--- config.mk ---
export PLATFORM = sky130hd
export DESIGN_NAME = bcd_counter_n_digit
export DESIGN_NICKNAME = d
export VERILOG_FILES = /design/src/rtl/bcd_pkg.sv /design/src/rtl/bcd_digit_cell.sv /design/src/rtl/bcd_counter_n_digit.sv
export SDC_FILE = /design/constraint.sdc
export NUM_CORES = 1
export LEC_CHECK = 0
export CAP_MARGIN = 25
export CORE_MARGIN = 5
export CORE_UTILIZATION = 45
export CTS_CLUSTER_DIAMETER = 100
export DETAILED_ROUTE_END_ITERATION = 10
export DONT_BUFFER_PORTS = 1
export GPL_ROUTABILITY_DRIVEN = 0
export HOLD_SLACK_MARGIN = 0.1
export PLACE_DENSITY = 0.65
export SLEW_MARGIN = 20
export SYNTH_ARGS = -nofsm -noshare
export SYNTH_HDL_FRONTEND = slang
export SYNTH_SLANG_ARGS = --single-unit
export TNS_END_PERCENT = 30
--- constraint.sdc ---
create_clock -name clk -period 6.06 [get_ports clk]
set_input_delay 1.818 -clock clk [delete_from_list [all_inputs] [get_ports clk]]
set_output_delay 1.818 -clock clk [all_outputs]
set_load 0.05 [all_outputs]
--- src/rtl/bcd_pkg.sv ---
// Shared BCD constants and the load sanitiser used by every digit cell.
//   BCD_MAX / BCD_MIN : legal range of an ordinary decimal digit
//   bcd_sanitise      : maps an out-of-range nibble to zero so that a
//                       parallel load can never leave an illegal digit
package bcd_pkg;

    localparam logic [3:0] BCD_MAX = 4'd9;
    localparam logic [3:0] BCD_MIN = 4'd0;

    function automatic logic [3:0] bcd_sanitise(input logic [3:0] nibble,
                                                input logic [3:0] max);
        return (nibble > max) ? BCD_MIN : nibble;
    endfunction

endpackage

--- src/rtl/bcd_digit_cell.sv ---
// One BCD digit register with up/down stepping and sanitised load.
//   clk, rst : clock and synchronous active-high reset (digit -> 0)
//   step     : advance this digit one position this cycle
//   up       : 1 = increment, 0 = decrement
//   load     : take ld_val (sanitised against max); beats step
//   ld_val   : nibble to load
//   max      : highest legal value of this digit (9, or the top-digit limit)
//   q        : current digit value
//   at_max   : q equals max (carry-out condition when counting up)
//   at_min   : q equals zero (borrow-out condition when counting down)
module bcd_digit_cell
    import bcd_pkg::*;
(
    input  logic       clk,
    input  logic       rst,
    input  logic       step,
    input  logic       up,
    input  logic       load,
    input  logic [3:0] ld_val,
    input  logic [3:0] max,
    output logic [3:0] q,
    output logic       at_max,
    output logic       at_min
);

    logic [3:0] q_q;
    logic [3:0] q_d;

    assign at_max = (q_q == max);
    assign at_min = (q_q == BCD_MIN);
    assign q      = q_q;

    always_comb begin
        q_d = q_q;
        if (load) begin
            q_d = bcd_sanitise(ld_val, max);
        end else if (step) begin
            if (up) begin
                q_d = at_max ? BCD_MIN : q_q + 4'd1;
            end else begin
                q_d = at_min ? max : q_q - 4'd1;
            end
        end
    end

    always_ff @(posedge clk) begin
        if (rst) begin
            q_q <= BCD_MIN;
        end else begin
            q_q <= q_d;
        end
    end

endmodule

--- src/rtl/bcd_counter_n_digit.sv ---
// Multi-digit BCD up/down counter with limited top digit, parallel load,
// wrap-or-saturate behaviour, cascade terminal count and sticky overflow.
//   clk, rst   : clock and synchronous active-high reset
//   en         : count enable, one step per cycle
//   up         : 1 = increment, 0 = decrement
//   load       : parallel load strobe (beats en)
//   load_value : BCD value to load, nibble i -> digit i
//   clr_ovf    : clear the sticky overflow flag
//   digits     : current count, nibble i = digit i
//   tc         : combinational terminal count for the next stage in a chain
//   ovf        : sticky flag, set whenever a terminal step is taken
module bcd_counter_n_digit
    import bcd_pkg::*;
#(
    parameter int DIGITS        = 4,
    parameter int TOP_DIGIT_MAX = 9,
    parameter bit WRAP          = 1'b1
) (
    input  logic                clk,
    input  logic                rst,
    input  logic                en,
    input  logic                up,
    input  logic                load,
    input  logic [4*DIGITS-1:0] load_value,
    input  logic                clr_ovf,
    output logic [4*DIGITS-1:0] digits,
    output logic                tc,
    output logic                ovf
);

    localparam logic [3:0] TOP_MAX      = 4'(TOP_DIGIT_MAX);
    localparam bit         HOLD_AT_TERM = (WRAP == 1'b0);

    logic [DIGITS-1:0] at_max;
    logic [DIGITS-1:0] at_min;
    logic [DIGITS-1:0] step;
    logic              terminal;
    logic              advance;
    logic              ovf_q;
    logic              ovf_d;

    for (genvar g = 0; g < DIGITS; g++) begin : g_digit
        localparam logic [3:0] CELL_MAX = (g == DIGITS - 1) ? TOP_MAX : BCD_MAX;

        bcd_digit_cell u_cell (
            .clk    (clk),
            .rst    (rst),
            .step   (step[g]),
            .up     (up),
            .load   (load),
            .ld_val (load_value[4*g +: 4]),
            .max    (CELL_MAX),
            .q      (digits[4*g +: 4]),
            .at_max (at_max[g]),
            .at_min (at_min[g])
        );
    end

    assign terminal = up ? (&at_max) : (&at_min);

    // In saturate mode the whole chain is frozen at the terminal value;
    // in wrap mode every digit carries/borrows and the count rolls over.
    assign advance = en & ~(terminal & HOLD_AT_TERM);

    // Ripple carry/borrow: a digit steps only when every lower digit is at
    // its rollover value in the current direction.
    always_comb begin
        logic carry;
        step  = '0;
        carry = advance;
        for (int i = 0; i < DIGITS; i++) begin
            step[i] = carry;
            carry   = carry & (up ? at_max[i] : at_min[i]);
        end
    end

    assign tc = en & ~load & ~rst & terminal;

    // Set beats clear so a terminal event is never lost to a coincident clear.
    always_comb begin
        ovf_d = ovf_q;
        if (tc) begin
            ovf_d = 1'b1;
        end else if (clr_ovf) begin
            ovf_d = 1'b0;
        end
    end

    always_ff @(posedge clk) begin
        if (rst) begin
            ovf_q <= 1'b0;
        end else begin
            ovf_q <= ovf_d;
        end
    end

    assign ovf = ovf_q;

endmodule

==> run summary <==
status -> finished clean
CP Max Fanout -> 31
Worst Setup SP -> up
# setup viols final -> 0
Post-synth EDFFs -> 0
I/O pin count -> 40
sequential area share after synthesis -> 22.4%
cell taking the most area after synthesis -> dfxtp_1
max incr delay on CP -> 0.44 ns
post-CTS sizing -> 0
Final HPWL DP -> 2570 um
Die Ht -> 68.2 um
Starting DRT DRC Count -> 130
fin nets -> 218
diode count -> 0
synth warn -> 0
largest net degree at the start of global routing -> 32
die area -> 4650 um2
vias post-DR -> 1483
hold bufs inserted after CTS -> 0
Worst Tran Pin Value -> 0.875 ns
Final Hold Violating Endpoints -> 0
most frequent cells in the layout -> 21 x a21oi_1, 20 x o21ai_0, 18 x nor2_1
first-pass GRT wire length -> 6060 um
Mapped Cells -> 211
leading cell type in the layout, fill and taps excluded -> a21oi_1
Register Area -> 340 um2
die width -> 68.2 um
CORE AREA -> 3310 um2
final worst path period need -> 4.88 ns
Clock Skews -> 0.00206 ns
Remaining DRCs -> 0
Total Wirelength -> 3570 um
Max transition margin -> 41.6%
# Max-Cap Violations -> 0
via/cell ratio -> 6.15
CTS clock-pin slew for the worst setup and hold paths -> 0.10 ns
kind of critical path -> primary input to output port
Hold WC Path Type -> flop to flop
Clock Path Buffers -> 2
clk_lat worst skew -> 0.30 ns
Yosys top cell area share -> 22.4%
peak supply drop -> 0.0954 mV
Avg WL per Cell -> 14.8 um
Final Max Slew Viols -> 0
Worst setup EP type -> output port
# fillers -> 360
CTS sink cnt -> 17
final period utilization -> 80.5%
highest-delay cell along the critical path -> nor4_1
FP Rows -> 21
crit start category -> primary input
setup ws final -> 1.18 ns
share of layout cells above drive strength 1 -> 7.18%
Starting Density -> 46.0%
number of global-route vias before repair -> 1347
Syn Area/Cell -> 7.22 um2
Synth Register Bits -> 17
prevailing post-synth register cell -> dfxtp_1
Syn Nets -> 233
synth unique cells -> 51
post-place setup slack -> 1.18 ns
initial antenna violation count -> 0
Total GRT Usage -> 16.5%
r2r startpoint -> g_digit[0].u_cell.q[0]
I/O Buffers -> 0
H-tree levels -> 1
setup_tns -> 0 ns
maximum achievable frequency -> 0.205 GHz
Static Leak -> 0.487 nW
Pre-antenna DRT Iters -> 4
worst path arrival time -> 3.06 ns
hold_sp -> ovf
CTS tree -> built
Post-synth ARST share -> 0%
synthesized area -> 1520 um2
Crit path required time -> 4.24 ns
synthesis-to-finish area growth -> -0.657%
RSZ-0062 raised after global routing -> false
PD cells -> 186 nW/um2
crit-path cells -> nand2_1 > nor4_1 > nand3_1 > a211o_1 > nor2_1 > buf_4
largest cells by area after synthesis -> dfxtp_1 22%, a21oi_1 6.9%, o21ai_0 6.6%
ANT nets after route -> 0
total gr overflow -> 0
multi-input logic area -> 1050 um2
Post CTS Setup Buffer Count -> 0
CTS buffer count -> 3
CTS root buf -> clkbuf_4
## critical path: cells and delay by family
family / cells / cell delay, ns
compound gates: 1 / 0.30
simple gates: 4 / 0.73
buf+inv: 1 / 0.20
## cells in the mapped netlist, drive strengths merged (2+ instances only)
master	count
nor2b	4
and4b	2
nor4	6
nand2	11
a221oi	3
a21oi	21
a311o	4
nor3	7
inv	6
a211oi	8
o211ai	4
mux2i	2
dfxtp	17
xnor2	4
or3	3
clkbuf	8
a2111oi	2
xor2	6
o21bai	4
nand3	12
o21ai	21
buf	13
nor2	18
nor4b	2
nand2b	6
## layout make-up
| type | count | share of cell area, % |
|---|---|---|
| clock buffers | 4 | 1.74 |
| flip-flops and latches | 17 | 22.5 |
| inverters | 7 | 1.74 |
| repair buffers | 1 | 0.496 |
| well taps | 46 | 3.80 |
| multi-input cells | 166 | 69.7 |
## layer usage
metal  part of all wire, %  vias up  GRT usage, %
met5                     0        -             0
met2                    48       41          27.1
met3                   7.7        5          4.43
li1                      -      752             -
met4                   1.0        0          4.47
met1                    43      685          21.3
## path summary, 6_finish.rpt
path / to / slack (ns) / depth (start not counted)
hold reg to reg: ovf / 0.73 / 2
hold / removal: ovf / 0.73 / 2
setup / recovery: tc / 1.18 / 6
setup reg to reg: g_digit[2].u_cell.q[1] / 3.76 / 5
## power by group
part           switching, mW  internal [mW]  total (mW)
clock network         0.0378         0.0257      0.0635
registers             0.0436          0.119       0.162
logic                 0.0279         0.0286      0.0564
total                  0.109          0.173       0.282
## flip-flops by register name, summed over array words and instances, names as in the netlist
register and cells:
ovf 1, g_digit.u_cell.q 16
## per-stage QoR
| stage | utilization [%] | power [mW] | hold WS [ns] | instances | area, um2 |
|---|---|---|---|---|---|
| 2_1_floorplan | - | 0.219 | 0.694 | 211 | 1520 |
| 3_3_place_gp | 44.9 | 0.219 | 0.710 | 237 | 1490 |
| 3_5_place_dp | 44.9 | 0.221 | 0.716 | 237 | 1490 |
| 4_1_cts | 45.7 | 0.286 | 0.737 | 241 | 1510 |
| 5_1_grt | 45.7 | 0.302 | 0.776 | 241 | 1510 |
| 6_report | 45.7 | 0.282 | 0.729 | 241 | 1510 |
## cell families after synthesis
kind of cell,Yosys count,synth area share [%]
DFF,17,22.4
buffers and inverters,28,8.38
AOI/OAI and AO/OA,76,34.3
and+or+nand+nor,78,27.9
muxes,2,1.31
xor gates and xnor gates,10,5.75
Note: power is estimated with default switching activity, not from simulation.
==> edit: new RTL, same settings <==
Reset style: asynchronous (`rst`), changed in 2 clocked blocks. Comments in the files are not updated.
--- a/src/rtl/bcd_digit_cell.sv
+++ b/src/rtl/bcd_digit_cell.sv
@@ -45,3 +45,3 @@
 
-    always_ff @(posedge clk) begin
+    always_ff @(posedge clk or posedge rst) begin
         if (rst) begin
--- a/src/rtl/bcd_counter_n_digit.sv
+++ b/src/rtl/bcd_counter_n_digit.sv
@@ -88,3 +88,3 @@
 
-    always_ff @(posedge clk) begin
+    always_ff @(posedge clk or posedge rst) begin
         if (rst) begin
Formal check against the unedited RTL: differs if rst is asserted again (counterexample within 4 cycles, from zero or initial values and one cycle with rst high); with rst held inactive, the same outputs for 10 cycles.
==> edit against the original RTL <==
Die area increased by 2.3%; synthesized area increased by 2.7%; routed wire length decreased by 3.7%; clock skew increased by 0.0042 ns; count of clock-buffer cells in the layout unchanged; cell area increased by 1.7%; clock power decreased by 5.8%; utilization about the same; critical path depth decreased by 2; setup slack improved by 0.22 ns; power increased by 17%; sequential cell count unchanged.
==> edit: results <==
[run_status]
outcome = "complete, no violations"

[global_routing]
groute.usage.overall_pct = 15.7
grt_pass1_vias = 1294
grt_max_degree = 37

[yosys]
synthArstFlopShare_pct = 100
synth_cell_types = 49
synth_ff_type = "dfrtp_1"
synth_seq_area_share_pct = 27.2
synth_common_cells = "o21ai_0 (20), dfrtp_1 (17), nor2_1 (16), nand2_1 (12), nand3_1 (12)"
synth_xor_area_share_pct = 5.04
synth.area.top_cells = "dfrtp_1 (27%), o21ai_0 (6.4%), mux2i_1 (5.8%), nand3_1 (3.8%), nor2_1 (3.8%)"
syn_nets = 223
synth-compound-area-share_pct = 24.1

[final_layout]
final_nets = 207
drive_gt1_share_pct = 5.43

[placement]
placed_area_sq_um = 1510
preCtsSetupSlack_ns = 1.41
placed_cells = 226

[worst_setup_path]
r2r_start = "g_digit[2].u_cell.q[0]"
timing.rr.end = "ovf"
reg2reg_slack_ns = 3.92
cp_slowest_cell = "o211a_1"
max_stage_delay_ns = 0.46
cp_max_fo = 36
arrival_ns = 2.84

[drt]
wl_um = 3430
wire_per_inst_um = 14.9
drtIter0Drc = 53

[worst_hold_path]
holdPathStages = 1
min-delay-start = "ovf"
holdPathEnd = "ovf"

[timing]
fin_skew_ns = 0.00622
## edit: cell type report
class / count / area (sq um) / share of cell area [%]
Sequential cell: 17 / 425 / 27.7
Tap cell: 46 / 57.6 / 3.74
Multi-Input combinational cell: 158 / 1010 / 65.7
Inverter: 5 / 18.8 / 1.22
Clock buffer: 4 / 26.3 / 1.71
## edit: cells by family after synthesis
family | Yosys count
simple gates | 83
compound gates | 57
buf+inv | 26
flops | 17
xor+xnor | 9
mux | 9
## edit: report_power, final
| group | internal [W] | switching (W) |
|---|---|---|
| clock network | 0.0000256 | 0.0000342 |
| registers | 0.000122 | 0.0000717 |
| logic | 0.0000386 | 0.0000360 |
## edit: metal layers
layer / up-vias / wire length, um / global-route usage, %
met5: - / 0 / 0
met4: 0 / 21 / 2.92
met3: 2 / 372 / 7.29
met2: 49 / 1650 / 26.7
met1: 638 / 1390 / 18.2
li1: 697 / - / -
## edit: worst max-delay path: cells and delay by family
kind / cells / cell delay (ns)
compound gates: 1 / 0.46
simple gates: 3 / 0.53
